--- src/rtl/vga_timing_receiver.sv ---
// Recovers VGA line/frame timing from incoming sync pulses and, once the measured
// periods match the expected mode, publishes pixel coordinates and the active window.
module vga_timing_receiver #(
    parameter int H_ACTIVE   = 640,
    parameter int H_FP       = 16,
    parameter int H_SYNC     = 96,
    parameter int H_BP       = 48,
    parameter int V_ACTIVE   = 480,
    parameter int V_FP       = 10,
    parameter int V_SYNC     = 2,
    parameter int V_BP       = 33,
    parameter int SYNC_POL   = 0,
    parameter int LOCK_LINES = 8
) (
    input  logic        clk_25MHz,
    input  logic        reset,
    input  logic        hsync_in,
    input  logic        vsync_in,
    output logic [9:0]  pixel_x,
    output logic [9:0]  pixel_y,
    output logic        video_active,
    output logic        line_start,
    output logic        frame_start,
    output logic        locked,
    output logic        timing_error,
    output logic [10:0] h_total_measured,
    output logic [9:0]  v_total_measured
);

    localparam int H_TOTAL = H_ACTIVE + H_FP + H_SYNC + H_BP;
    localparam int V_TOTAL = V_ACTIVE + V_FP + V_SYNC + V_BP;
    localparam int H_START = H_SYNC + H_BP;
    localparam int V_START = V_SYNC + V_BP;
    localparam int GW      = $clog2(LOCK_LINES + 1);

    localparam logic [11:0]   H_TOTAL_C = 12'(H_TOTAL);
    localparam logic [10:0]   V_TOTAL_C = 11'(V_TOTAL);
    localparam logic [10:0]   H_START_C = 11'(H_START);
    localparam logic [10:0]   H_END_C   = 11'(H_START + H_ACTIVE);
    localparam logic [9:0]    V_START_C = 10'(V_START);
    localparam logic [9:0]    V_END_C   = 10'(V_START + V_ACTIVE);
    localparam logic [GW-1:0] LOCK_C    = GW'(LOCK_LINES);
    localparam logic          POL       = 1'(SYNC_POL);

    typedef enum logic [2:0] {SEARCH, TRACK, WAIT_V, VERIFY, LOCKED} state_t;

    state_t        state, state_nx;
    logic [GW-1:0] good_cnt, good_nx;
    logic          err_nx;

    logic        hs_q, hs_q_d, vs_q, vs_q_d;
    logic        hs_edge, vs_edge;
    logic [10:0] h_cnt;
    logic [9:0]  v_cnt;
    logic [11:0] h_len;
    logic [10:0] v_len;
    logic        h_sat, line_ok, line_bad, frame_ok;
    logic        in_h, in_v;

    assign hs_edge  = (hs_q == POL) && (hs_q_d != POL);
    assign vs_edge  = (vs_q == POL) && (vs_q_d != POL);
    assign h_sat    = (h_cnt == 11'h7ff);
    assign h_len    = {1'b0, h_cnt} + 12'd1;
    // an hsync edge landing on the vsync edge closes the old frame, so count it here
    assign v_len    = {1'b0, v_cnt} + {10'd0, hs_edge};
    assign line_ok  = (h_len == H_TOTAL_C);
    assign line_bad = hs_edge && !line_ok;
    assign frame_ok = (v_len == V_TOTAL_C);

    always_ff @(posedge clk_25MHz) begin
        if (reset) begin
            hs_q             <= !POL;
            hs_q_d           <= !POL;
            vs_q             <= !POL;
            vs_q_d           <= !POL;
            h_cnt            <= '0;
            v_cnt            <= '0;
            h_total_measured <= '0;
            v_total_measured <= '0;
        end else begin
            hs_q   <= hsync_in;
            hs_q_d <= hs_q;
            vs_q   <= vsync_in;
            vs_q_d <= vs_q;

            if (hs_edge) begin
                h_cnt            <= '0;
                h_total_measured <= h_len[11] ? 11'h7ff : h_len[10:0];
            end else if (!h_sat) begin
                h_cnt <= h_cnt + 11'd1;
            end

            if (vs_edge) begin
                v_cnt            <= '0;
                v_total_measured <= v_len[10] ? 10'h3ff : v_len[9:0];
            end else if (hs_edge && v_cnt != 10'h3ff) begin
                v_cnt <= v_cnt + 10'd1;
            end
        end
    end

    always_ff @(posedge clk_25MHz) begin
        if (reset) begin
            state        <= SEARCH;
            good_cnt     <= '0;
            timing_error <= 1'b0;
        end else begin
            state        <= state_nx;
            good_cnt     <= good_nx;
            timing_error <= err_nx;
        end
    end

    always_comb begin
        state_nx = state;
        good_nx  = good_cnt;
        err_nx   = 1'b0;
        case (state)
            SEARCH: begin
                if (hs_edge) begin
                    state_nx = TRACK;
                    good_nx  = '0;
                end
            end
            TRACK: begin
                if (hs_edge) begin
                    if (line_ok) begin
                        good_nx = good_cnt + 1'b1;
                        if (good_nx == LOCK_C) state_nx = WAIT_V;
                    end else begin
                        good_nx = '0;
                    end
                end
            end
            WAIT_V: begin
                if (line_bad) begin
                    state_nx = TRACK;
                    good_nx  = '0;
                end else if (vs_edge) begin
                    state_nx = VERIFY;
                end
            end
            VERIFY: begin
                if (line_bad) begin
                    state_nx = TRACK;
                    good_nx  = '0;
                end else if (vs_edge && frame_ok) begin
                    state_nx = LOCKED;
                end
            end
            LOCKED: begin
                if (line_bad || (vs_edge && !frame_ok)) begin
                    state_nx = TRACK;
                    good_nx  = '0;
                    err_nx   = 1'b1;
                end
            end
            default: begin
                state_nx = SEARCH;
                good_nx  = '0;
            end
        endcase
        // lost hsync; in SEARCH the counter stays pinned until the next edge restarts tracking
        if (h_sat && state != SEARCH) begin
            state_nx = SEARCH;
            good_nx  = '0;
            err_nx   = (state == LOCKED);
        end
    end

    assign locked       = (state == LOCKED);
    assign in_h         = (h_cnt >= H_START_C) && (h_cnt < H_END_C);
    assign in_v         = (v_cnt >= V_START_C) && (v_cnt < V_END_C);
    assign video_active = locked && in_h && in_v;
    assign pixel_x      = video_active ? 10'(h_cnt - H_START_C) : 10'd0;
    assign pixel_y      = video_active ? (v_cnt - V_START_C) : 10'd0;
    assign line_start   = hs_edge && locked;
    assign frame_start  = vs_edge && locked;

endmodule

--- config.mk ---
export PLATFORM = sky130hd
export DESIGN_NAME = vga_timing_receiver
export DESIGN_NICKNAME = d
export VERILOG_FILES = /design/src/rtl/vga_timing_receiver.sv
export SDC_FILE = /design/constraint.sdc
export NUM_CORES = 1
export LEC_CHECK = 0
export ABC_AREA = 1
export ABC_CLOCK_PERIOD_IN_PS = 2400
export BUFFER_PORTS_ARGS = -buffer_cell sky130_fd_sc_hd__buf_2
export CORE_MARGIN = 8
export CORE_UTILIZATION = 51
export CTS_CLUSTER_SIZE = 25
export DETAILED_ROUTE_END_ITERATION = 16
export GPL_TIMING_DRIVEN = 0
export PLACE_DENSITY = 0.76
export RECOVER_POWER = 100
export SETUP_SLACK_MARGIN = 0.15
export SYNTH_ARGS = -nofsm -noshare
export SYNTH_HDL_FRONTEND = slang
export SYNTH_SLANG_ARGS = --single-unit
--- constraint.sdc ---
create_clock -name clk_25MHz -period 2.4 [get_ports clk_25MHz]
set_input_delay 0.12 -clock clk_25MHz [delete_from_list [all_inputs] [get_ports clk_25MHz]]
set_output_delay 0.12 -clock clk_25MHz [all_outputs]
set_load 0.03 [all_outputs]
# Yosys cells after proc, flatten, opt, wreduce, memory -nomap -nowiden
# Index checks and enable logic that the tools add are counted.
# totals
reg_bits,54
mem_bits_ro,0
latchBits,0
inputBits,4
ram_bits,0
mem_count,0
# op_classes
n_reduce_logical,24
n_mux,23
order_cmp,4
n_bitwise,2
eq_ne,17
multipliers,0
n_shift,0
n_addsub,7
div,0
# op_table
operator,count
$mux 10,3
$mux 3,9
$mux 4,5
$pmux 4 s4,1
$pmux 3 s5,1
$logic_and 1x1->1,13
$add 11x1->12 const B,1
$eq 12x10->1 const B,1
$add 10x1->11,1
$add 11x1->11 const B,1
$eq 11x10->1 const B,1
$eq 11x11->1 const B,1
$ge 11x8->1 const B,1
$lt 11x10->1 const B,1
$mux 11,1
$add 10x1->10 const B,1
$ge 10x6->1 const B,1
$lt 10x10->1 const B,1
$ne 10x10->1 const B,1
$sub 10x6->10 const B,1
$sub 10x8->10 const B,1
$ne 2x2->1 const B,4
$reduce_or 2->1,4
$reduce_and 7->1,1
other kinds (14),21

# Longest topological paths before layout
# depth
word_depth,10
mapped_depth,21
ltp_nobuf,20

# Worst setup path after synthesis
# No wires, ideal clock.
# synth_timing
path_type,reg2out
startpoint,reg state[0]
endpoint,out pixel_x[4]
path_slack_ns,-0.243
arrival_ns,2.523
stages_incl_launch_ff,9
cell_sequence,dfxtp_1 -> nor2_1 -> inv_1 -> nor2_1 -> nand3_1 -> nor2_1 -> inv_2 -> buf_2 -> nor2_1
# synth_via
elab_chain_len,4
# synth_rtl
item,line,rtl
"start, declared",47,"state_t state, state_nx;"
"start signal, assigned",108,state <= state_nx;
$eq 3x3->1,171,assign locked = (state == LOCKED);
via locked,24,"output logic locked,"
$logic_and 1x1->1 (2 in a row),174,assign video_active = locked && in_h && in_v;
via video_active,21,"output logic video_active,"
$mux 10,175,assign pixel_x = video_active ? 10'(h_cnt - H_START_C) : 10'd0;
"end, declared",19,"output logic [9:0] pixel_x,"
# The timed path passes the listed nets, and every way through them passes these cells.

# Final worst setup path
# layout_timing
startpoint,reg hs_q
endpoint,reg state[0]
# layout_via
elab_chain_len,9
word_cells_on_any_way,18
cone_classes,add/sub: 1; eq/ne: 6; mux: 3; bitwise: 1; reduce/logical: 7
# layout_rtl
item,line,rtl
"start, declared",51,"logic hs_q, hs_q_d, vs_q, vs_q_d;"
"start signal, assigned",72,hs_q <= !POL;
"start signal, assigned",81,hs_q <= hsync_in;
$not 1->1 (*),60,assign hs_edge = (hs_q == POL) && (hs_q_d != POL);
$logic_and 1x1->1 (*),60,
via hs_edge,52,"logic hs_edge, vs_edge;"
$add 10x1->11,65,"assign v_len = {1'b0, v_cnt} + {10'd0, hs_edge};"
$eq 11x10->1,68,assign frame_ok = (v_len == V_TOTAL_C);
$logic_not 1->1,152,if (line_bad || (vs_edge && !frame_ok)) begin
$logic_and 1x1->1,152,
$logic_or 1x1->1,152,
$ne 2x1->1 (no source line),--,
$reduce_and 7->1 (no source line),--,
# The timed path passes the listed nets; every way through them passes the cells marked *.
# A chain may end at the register's enable or synchronous reset.

==> impl_metrics.tcl <==
set metrics [dict create \
    status "finished clean" \
    place_congestion 0.968 \
    path_clk_slew_ns 0.10 \
    synth_compound_area_share_pct 15.6 \
    totalPowerFinal_uw 2340 \
    rsz0062_at_grt "true" \
    cts-root-buf "clkbuf_8" \
    drv_slew 0 \
    r2r_cells 19 \
    grt_pass1_vias 3204 \
    synth_xor_area_share_pct 3.26 \
    crit_type "register to register" \
    post_drt_wl_per_cell_um 13.9 \
    critPathLaunch "hs_q" \
    start_kind "register" \
    htreeDepth 2 \
    fill_cells 558 \
    ant_nets 0 \
    ys_types 35 \
    port_buffers 49 \
    diodes 0 \
    grt_overflow 0 \
    cts.sinks 54 \
    ios 50 \
    routed_wl_um 8600 \
    netlist_instances 471 \
    synth_commonest_cells "nand2_1 (89), inv_1 (61), dfxtp_1 (54), nor2_1 (52), a21oi_1 (39)" \
    yosysWarningCount 0 \
    skew_ns 0.00774 \
    cts_tree "yes" \
    synth.area.top_cells "dfxtp_1 (34%), nand2_1 (10%), inv_1 (7.1%)" \
    hp-start "reset" \
    grt_pass1_wl_um 14100 \
    drv_cap 0 \
    yosys_most_used_dff "dfxtp_1" \
    post-route-util_pct 64.4 \
    synth_top_family_by_area "simple AND/OR/NAND/NOR gates" \
    rr_startpoint "hs_q" \
    vias_per_cell 5.46 \
    antenna_found_initial 0 \
    num-nets-final 554 \
    num_vias 3374 \
    synth_most_common_cell "nand2_1" \
    area_growth_pct 24.7 \
    setup_tns_ns 0 \
    yosysSeqAreaShare_pct 33.5 \
    finalCriticalPeriod_ns 2.34 \
    die_h_um 95.5 \
    drive_gt1_share_pct 24.2 \
    grt_max_degree 18 \
    fmax_mhz 428 \
    synth_mux_area_share_pct 0 \
    dp_hpwl_um 6240 \
    start_util_pct 51.7 \
    synthAdderAreaFrac_pct 3.88 \
    insertion_delay_ns 0.30 \
    yosys.area_share.simple_pct 34.1 \
    post-place-ws_ns -0.292 \
    drc 0 \
    dieArea_mm2 0.00913 \
    die_x_um 95.5 \
    gr-usage-all-layers_pct 18.8 \
    hold-path-endpoint "hs_q" \
    hold_class "primary input to register" \
    drt_pass1_iterations 6 \
    avgSynthCellArea_um2 6.85 \
    syn_nets 485 \
    yosys.area.top_type "dfxtp_1" \
    finalCritPeriodShare_pct 97.4 \
    holdPathStages 2 \
    hold_viol 0 \
    finalHoldWorstSlack_ns 0.224 \
    synth_edf_count 0 \
    relSlewSlack_pct 64.9 \
    drt_iter0_drc 136 \
    synth_seq_cells 54 \
    critical_path.max_fanout 4 \
    syn_area_mm2 0.00323 \
    p_leak_uw 0.00174 \
    setup_viol 0 \
    numCtsBuffers 5 \
    synth_top_area_share_pct 33.5 \
    r2r_setup_slack_ns 0.06 \
    worstPathRequired_ns 2.61 \
    rows 29 \
    crit_arrival_ns 2.55 \
    vdd_ir_drop_max_mv 0.413 \
    tightest_slew_ns 0.524 \
    p_per_area_mw_per_mm2 582 \
    core_area_mm2 0.00624 \
    clk_path_buf_depth 2 \
    final.setup.worst_slack_ns 0.0621 \
    rr_endpoint "state[0]" \
    async_flop_share_pct 0 \
    endpoint_kind "register" \
]
-- routing by layer --
layer | vias up | global-route usage [%] | wire length [µm]
met4 | 0 | 8.07 | 221
li1 | 1674 | - | -
met1 | 1549 | 22.5 | 3660
met5 | - | 0 | 0
met3 | 22 | 2.99 | 549
met2 | 129 | 32.3 | 4170
-- cell families after synthesis --
group | after synthesis
flops | 54
xor+xnor | 12
fa+ha+maj | 10
buf+inv | 77
compound gates | 90
simple gates | 228
-- cell type report --
type                            count  area (µm²)  area share (%)
Clock buffer                        6        82.6            2.05
Clock inverter                      2        38.8           0.965
Sequential cell                    54        1090            27.2
Inverter                           64         248            6.16
Tap cell                           77        96.3            2.40
Timing Repair Buffer               62         334            8.31
Multi-Input combinational cell    340        2030            50.5
Buffer                             13         100            2.49
-- stage by stage --
| step | instance area, µm² | std cells |
|---|---|---|
| floorplan | 3240 | 471 |
| global placement | 3580 | 597 |
| detailed placement | 3580 | 597 |
| CTS | 3920 | 615 |
| global route | 4020 | 618 |
| finish | 4020 | 618 |
-- worst max-delay path by stage --
| stage | to | slack, ns |
|---|---|---|
| detailed placement | good_cnt[3] | -0.29 |
| global placement | state[2] | -0.24 |
| finish | state[0] | 0.06 |
| floorplan | pixel_x[4] | 0.1 |
| CTS | pixel_x[5] | 0.15 |
| global route | good_cnt[2] | -0.03 |
-- power by group --
group	leakage, µW	switching (µW)	internal, µW	total, µW
registers	0.000444	63.4	967	1030
logic	0.00124	433	233	665
clock network	0.0000618	303	344	646
-- critical path, stage by stage, from the launching register on --
cell and delay (ns):
dfxtp_1 0.31, inv_1 0.11, nand2_4 0.07, inv_4 0.06
clkbuf_16 0.12, ha_4 0.14, ha_4 0.17, nand3_4 0.10
nor2_4 0.12, nand2_1 0.10, nand2_2 0.10, nand2_2 0.06
nor2_2 0.10, nand3_2 0.12, nand2_2 0.13, nand3_4 0.10
nand3_4 0.10, nor2_4 0.06, nor2_1 0.11, nor2_2 0.05
-- repair_timing --
action,in CTS,in global routing
resized for setup,37,43
endpoints found under the setup margin,37,37
buffers inserted,8,3
cloned,0,0
hold buffers,2,0
pin swaps,10,17
hold endpoints to repair,2,0
-- placed cells by master, fill, tap and decap left out, types with 3 or more instances in the layout --
| cell | Yosys | final |
|---|---|---|
| clkbuf_8 | 0 | 6 |
| dfxtp_1 | 54 | 49 |
| nand3_1 | 27 | 22 |
| a21oi_1 | 39 | 38 |
| or2_2 | 5 | 5 |
| a31oi_1 | 3 | 3 |
| ha_4 | 0 | 3 |
| nand3_2 | 4 | 6 |
| nand4_1 | 7 | 7 |
| ha_1 | 10 | 7 |
| nor2_1 | 52 | 43 |
| nand2_2 | 12 | 19 |
| inv_2 | 3 | 4 |
| nand2_1 | 89 | 80 |
| o221ai_1 | 5 | 5 |
| o21ai_1 | 3 | 3 |
| xor2_1 | 9 | 7 |
| nand3_4 | 1 | 4 |
| o21ai_0 | 32 | 31 |
| buf_4 | 2 | 23 |
| nand2_4 | 1 | 3 |
| inv_1 | 61 | 57 |
| buf_2 | 5 | 9 |
| nor2_2 | 8 | 13 |
| nor3_1 | 12 | 11 |
| dfxtp_2 | 0 | 3 |
| clkbuf_1 | 5 | 35 |
| inv_4 | 0 | 3 |
| nor2_4 | 6 | 10 |
-- state kept, by name (all words and copies together) (netlist names), 3 cells and up --
signal,cells
v_total_measured,10
h_total_measured,11
h_cnt,11
v_cnt,10
state,3
good_cnt,4
Power figures use the tool's default switching activity.
